--- src/rtl/operand_recover_pkg.sv ---
// Shared types and width constants for the operand recovery block.
// The accumulator is three bits wider than an operand so every intermediate stays exact.
package operand_recover_pkg;
  localparam int W_DEF     = 8;
  localparam int SUM_W_DEF = W_DEF + 2;
  localparam int ACC_W_DEF = W_DEF + 3;

  typedef enum logic [2:0] {
    IDLE  = 3'd0,
    SUB_A = 3'd1,
    SUB_B = 3'd2,
    SUB_C = 3'd3,
    DONE  = 3'd4
  } state_t;
endpackage

--- src/rtl/operand_recover_if.sv ---
// Request/result bus. A transfer on either side happens on a rising clk edge where
// valid and ready are both 1; the source holds its payload steady until then.
interface operand_recover_if
  import operand_recover_pkg::*;
#(
  parameter int W = W_DEF
) ();
  logic           in_valid;
  logic           in_ready;
  logic [W+1:0]   sum;
  logic [W-1:0]   a;
  logic [W-1:0]   b;
  logic [W-1:0]   c;
  logic           out_valid;
  logic           out_ready;
  logic [W-1:0]   d;
  logic           err;

  modport master (
    output in_valid, sum, a, b, c, out_ready,
    input  in_ready, out_valid, d, err
  );

  modport slave (
    input  in_valid, sum, a, b, c, out_ready,
    output in_ready, out_valid, d, err
  );
endinterface

--- src/rtl/operand_recover_sub_stage.sv ---
// Shared combinational subtractor: two's-complement accumulator minus a zero-extended operand.
module sub_stage
  import operand_recover_pkg::*;
#(
  parameter int W = W_DEF
) (
  input  logic [W+2:0] acc,
  input  logic [W-1:0] op,
  output logic [W+2:0] diff
);
  assign diff = acc - {3'b000, op};
endmodule

--- src/rtl/operand_recover.sv ---
// Recovers d = sum - a - b - c with one shared subtractor, one operand per cycle,
// flagging err when the result falls outside 0..2^W-1.
module operand_recover
  import operand_recover_pkg::*;
#(
  parameter int W = W_DEF
) (
  input  logic              clk,
  input  logic              rst,
  operand_recover_if.slave  bus,
  output state_t            state
);
  localparam int AW = W + 3;

  state_t          state_q;
  state_t          next_state;
  logic [AW-1:0]   acc_q;
  logic [AW-1:0]   diff;
  logic [W-1:0]    a_q;
  logic [W-1:0]    b_q;
  logic [W-1:0]    c_q;
  logic [W-1:0]    op_sel;
  logic [W-1:0]    d_q;
  logic            err_q;
  logic            in_ready_q;
  logic            out_valid_q;
  logic            accept;
  logic            release_out;
  logic            final_err;

  assign accept      = (state_q == IDLE) && bus.in_valid && in_ready_q;
  assign release_out = (state_q == DONE) && out_valid_q && bus.out_ready;

  always_comb begin
    op_sel = '0;
    unique case (state_q)
      SUB_A:   op_sel = a_q;
      SUB_B:   op_sel = b_q;
      SUB_C:   op_sel = c_q;
      default: op_sel = '0;
    endcase
  end

  sub_stage #(.W(W)) u_sub (
    .acc  (acc_q),
    .op   (op_sel),
    .diff (diff)
  );

  // Out of range means negative (sign bit) or any bit set above the operand width.
  assign final_err = diff[AW-1] | (|diff[W+1:W]);

  always_comb begin
    next_state = state_q;
    unique case (state_q)
      IDLE:    if (accept) next_state = SUB_A;
      SUB_A:   next_state = SUB_B;
      SUB_B:   next_state = SUB_C;
      SUB_C:   next_state = DONE;
      DONE:    if (release_out) next_state = IDLE;
      default: next_state = IDLE;
    endcase
  end

  always_ff @(posedge clk) begin
    if (rst) state_q <= IDLE;
    else     state_q <= next_state;
  end

  // Handshake flags are registered from next_state so they line up with the state they describe.
  always_ff @(posedge clk) begin
    if (rst) begin
      in_ready_q  <= 1'b0;
      out_valid_q <= 1'b0;
      acc_q       <= '0;
      a_q         <= '0;
      b_q         <= '0;
      c_q         <= '0;
      d_q         <= '0;
      err_q       <= 1'b0;
    end else begin
      in_ready_q  <= (next_state == IDLE);
      out_valid_q <= (next_state == DONE);
      if (accept) begin
        acc_q <= {1'b0, bus.sum};
        a_q   <= bus.a;
        b_q   <= bus.b;
        c_q   <= bus.c;
      end
      if (state_q == SUB_A || state_q == SUB_B || state_q == SUB_C) begin
        acc_q <= diff;
      end
      if (state_q == SUB_C) begin
        err_q <= final_err;
        d_q   <= final_err ? '0 : diff[W-1:0];
      end
    end
  end

  assign bus.in_ready  = in_ready_q;
  assign bus.out_valid = out_valid_q;
  assign bus.d         = d_q;
  assign bus.err       = err_q;
  assign state         = state_q;
endmodule

--- src/flat_wrapper.sv ---
// flat-port wrapper written by rule: the top's interface ports become plain ports
module operand_recover_flat import operand_recover_pkg::*;
#(
  parameter int W = W_DEF
)
  (clk, rst, state, bus_in_valid, bus_sum, bus_a, bus_b, bus_c, bus_out_ready, bus_in_ready, bus_out_valid, bus_d, bus_err);
  operand_recover_if #(.W(W)) bus_i ();
  input  logic clk;
  input  logic rst;
  output state_t state;
  input wire logic [$bits(bus_i.in_valid)-1:0] bus_in_valid;
  input wire logic [$bits(bus_i.sum)-1:0] bus_sum;
  input wire logic [$bits(bus_i.a)-1:0] bus_a;
  input wire logic [$bits(bus_i.b)-1:0] bus_b;
  input wire logic [$bits(bus_i.c)-1:0] bus_c;
  input wire logic [$bits(bus_i.out_ready)-1:0] bus_out_ready;
  output wire logic [$bits(bus_i.in_ready)-1:0] bus_in_ready;
  output wire logic [$bits(bus_i.out_valid)-1:0] bus_out_valid;
  output wire logic [$bits(bus_i.d)-1:0] bus_d;
  output wire logic [$bits(bus_i.err)-1:0] bus_err;
  assign bus_i.in_valid = bus_in_valid;
  assign bus_i.sum = bus_sum;
  assign bus_i.a = bus_a;
  assign bus_i.b = bus_b;
  assign bus_i.c = bus_c;
  assign bus_i.out_ready = bus_out_ready;
  assign bus_in_ready = bus_i.in_ready;
  assign bus_out_valid = bus_i.out_valid;
  assign bus_d = bus_i.d;
  assign bus_err = bus_i.err;
  operand_recover #(.W(W)) u_core (.clk(clk), .rst(rst), .bus(bus_i), .state(state));
endmodule
--- config.mk ---
export PLATFORM = sky130hd
export DESIGN_NAME = operand_recover_flat
export DESIGN_NICKNAME = d
export VERILOG_FILES = /design/src/rtl/operand_recover_pkg.sv /design/src/rtl/operand_recover_if.sv /design/src/rtl/operand_recover_sub_stage.sv /design/src/rtl/operand_recover.sv /design/src/flat_wrapper.sv
export SDC_FILE = /design/constraint.sdc
export NUM_CORES = 1
export LEC_CHECK = 0
export CAP_MARGIN = 5
export CORE_MARGIN = 1
export CORE_UTILIZATION = 39
export DETAILED_ROUTE_END_ITERATION = 7
export HOLD_SLACK_MARGIN = 0.02
export PLACE_DENSITY_LB_ADDON = 0.1
export SLEW_MARGIN = 20
export SYNTH_ARGS = -nofsm -noshare
export SYNTH_HDL_FRONTEND = slang
export SYNTH_HIERARCHICAL = 1
export SYNTH_SLANG_ARGS = --single-unit
--- constraint.sdc ---
create_clock -name clk -period 3.7 [get_ports clk]
set_clock_uncertainty 0.2 [all_clocks]
set_input_delay 0.37 -clock clk [delete_from_list [all_inputs] [get_ports clk]]
set_output_delay 0.37 -clock clk [all_outputs]
set_load 0.05 [all_outputs]
==> impl_metrics.yaml <==
run_status:
  status: "finished, final reports clean"
grt:
  antenna_found_initial: 0
  grt_use_total_pct: 21.34
  grt_max_degree: 37
  grt_pass1_wl_mm: 11.16
  grt_pass1_vias: 2262
  grt.overflow.total: 0
critical_path:
  cp_top_family: "compound AO/OA/AOI/OAI gates"
  slowest_stage: "fa_1"
  arrival_ps: 3470
  reg2reg_to: "u_core/bus.err"
  crit_chain: "nor2b_2 > buf_4 > a22oi_1 > nor2_1 > ha_1 > inv_1 > fa_1 > a211o_1 > o211ai_1 > a21oi_1 > nor4_2 > xor2_1 > nor3_4 > buf_12 > a211oi_1"
  crit_path_max_incr_delay_ps: 420
  reg2regPathDepth: 15
  critical_path_class: "flop to flop"
  rr_startpoint: "u_core/state[1]"
  r2r_setup_slack_ps: 230
  cp_max_fo: 9
  worst-path-stages: 15
  crit_start: "u_core/state[1]"
  endpoint_kind: "flop"
  endpoint: "u_core/bus.err"
  start_kind: "flop"
  path_buf_inv: 3
  critPathRequiredTime_ps: 3710
sta:
  fmax_mhz: 288.5
  rsz0062_at_grt: "false"
  slew_headroom_pct: 51.52
  drv_slew: 0
  hold_ws_ps: 262.0
  hold_viol: 0
  setup_violations: 0
  min_period_over_period_pct: 93.69
  worst_pin_slew_ps: 724.9
  fin_tns_setup_ps: 0
  fin_crit_ps: 3466
floorplan:
  rows: 29
  initial_core_util_pct: 40.21
  die_w_um: 82.68
  pin_count: 52
  die_y_um: 82.68
  core-area_um2: 6314
  die_area_um2: 6836
cts:
  clk_pin_slew_ps: 90
  cts-root-buf: "clkbuf_8"
  cts.htree.levels: 2
  cts_tree: "yes"
  clock_sinks: 49
  clk-insertion-delay-late_ps: 300
  hold_buffers: 0
  clock_path_buffers: 2
  numCtsBuffers: 5
detailed_routing:
  wl_per_cell_um: 15.79
  wirelength_mm: 6.772
  vias: 2433
  dr.pass1.iters: 4
  route.detailed.drc: 0
  viasPerCell: 5.671
  ant_nets: 0
  dr.first_iter.drc_count: 96
yosys:
  yosysTopAreaCell: "dfxtp_1"
  yosys_most_used_dff: "dfxtp_1"
  yosys-top-cells-area: "dfxtp_1 (39%), a21oi_1 (9.7%), o21ai_0 (7.5%), nand3_1 (6.5%), ha_1 (3.9%)"
  synth.distinct_cells: 41
  avgSynthCellArea_um2: 8.324
  synth_nets: 352
  ys_seq_elements: 49
  syn_area_um2: 2539
  synthCells: 305
  synth_top_area_share_pct: 38.64
  synth-edff-count: 0
  async_reset_ff_share_pct: 0
  synth_commonest_cells: "a21oi_1 (49), dfxtp_1 (49), o21ai_0 (38), nand3_1 (33), nor2_1 (14)"
  ys_warn_count: 6
  ys_seq_area_share_pct: 38.64
final_layout:
  nets: 398
  areaGrowthSynthToFinish_pct: 27.90
  drive_gt1_share_pct: 10.51
  diodes: 0
place:
  place_congestion: 0.8215
  io_buffers: 51
  hpwl_mm: 4.713
power_and_ir_drop:
  ir_drop_uv: 404.7
  p_per_area_nw_per_um2: 579.9
  leakage_nw: 1.129
flow_run:
  max-cap-violations: 0
worst_hold_path:
  min_path_type: "flop to flop"
==> per-stage QoR <==
step	worst slack, ps	instances	utilization (%)	area [um2]	total power [mW]
4_1_cts	113.9	428	51.05	3223	1.789
6_report	233.6	429	51.43	3247	1.883
3_3_place_gp	72.84	420	49.43	3120	1.423
2_1_floorplan	100.2	305	-	2539	1.204
3_5_place_dp	48.55	420	49.43	3120	1.424
5_1_grt	9.427	429	51.43	3247	1.999
==> worst min path at each step <==
| stage | slack, ps | depth (start not counted) | from | to |
|---|---|---|---|---|
| final | 260 | 2 | u_core/bus.d[3] | u_core/bus.d[3] |
| after global routing | 280 | 2 | u_core/bus.d[5] | u_core/bus.d[5] |
| after CTS | 260 | 2 | u_core/bus.d[5] | u_core/bus.d[5] |
| after detailed placement | 250 | 2 | u_core/bus.d[3] | u_core/bus.d[3] |
| after global placement | 240 | 2 | u_core/bus.d[3] | u_core/bus.d[3] |
| after floorplan | 250 | 2 | u_core/c_q[0] | u_core/c_q[0] |
==> where the power goes <==
group	leakage, nW	internal (mW)	switching (mW)
sequential	0.399	0.591	0.0458
clock	0.0512	0.152	0.185
combinational	0.679	0.401	0.508
==> cells in the final DEF, fill, tap and decap left out, drive strengths merged, types with 4 or more instances in the layout <==
cell            n
dfxtp          49
nand2          10
a22oi           8
clkdlybuf4s50  51
o21ai          39
xnor2           4
nand3          33
a211oi          4
clkbuf          6
a21oi          49
buf            13
a32oi          10
ha              8
nor2           14
mux2            8
xor2            5
inv            12
==> cell type report <==
class,count,area [um2]
multi-input cells,218,1403
flip-flops and latches,49,982.2
fillers,656,3067
repair buffers,64,620.6
well taps,77,96.34
inverters,13,48.80
clock inverters,2,13.76
clock buffers,6,82.58
==> kinds of logic after synthesis <==
logic type,after synthesis,share of synthesized area (%)
XOR/XNOR,9,3.105
adder cells (fa/ha/maj),9,4.732
multiplexers,8,3.549
AND/OR/NAND/NOR,70,14.15
AO/OA/AOI/OAI,122,28.78
buffers and inverters,38,7.047
flip-flops,49,38.64
==> layer usage <==
layer / wire [um] / GRT usage (%)
met3: 384 / 4.066
met1: 3400 / 31.33
met2: 2931 / 31.48
met4: 57 / 5.690
met5: 0 / 0
==> sequential cells by signal, summed over array words and instances, names as in the netlist <==
register	cells
u_core/acc_q	11
u_core/a_q	8
u_core/b_q	8
u_core/bus.d	8
u_core/c_q	8
u_core/state	3
u_core/bus.err	1
u_core/bus.in_ready	1
u_core/bus.out_valid	1
==> what timing repair did <==
item | 4_1_cts | 5_1_grt
gates resized for setup | 1 | 2
endpoints found under the setup margin | 1 | 9
setup buffers | 0 | 1
pin swaps | 0 | 2
==> worst reg2reg max path, delay by kind of cell (launching register included) <==
| family | cells | cell delay, ps |
|---|---|---|
| simple gates | 4 | 620 |
| xor+xnor | 1 | 330 |
| compound gates | 5 | 850 |
| flops | 1 | 400 |
| buf+inv | 3 | 360 |
| fa+ha+maj | 2 | 610 |
No activity file was read; power rests on OpenSTA's default activity.
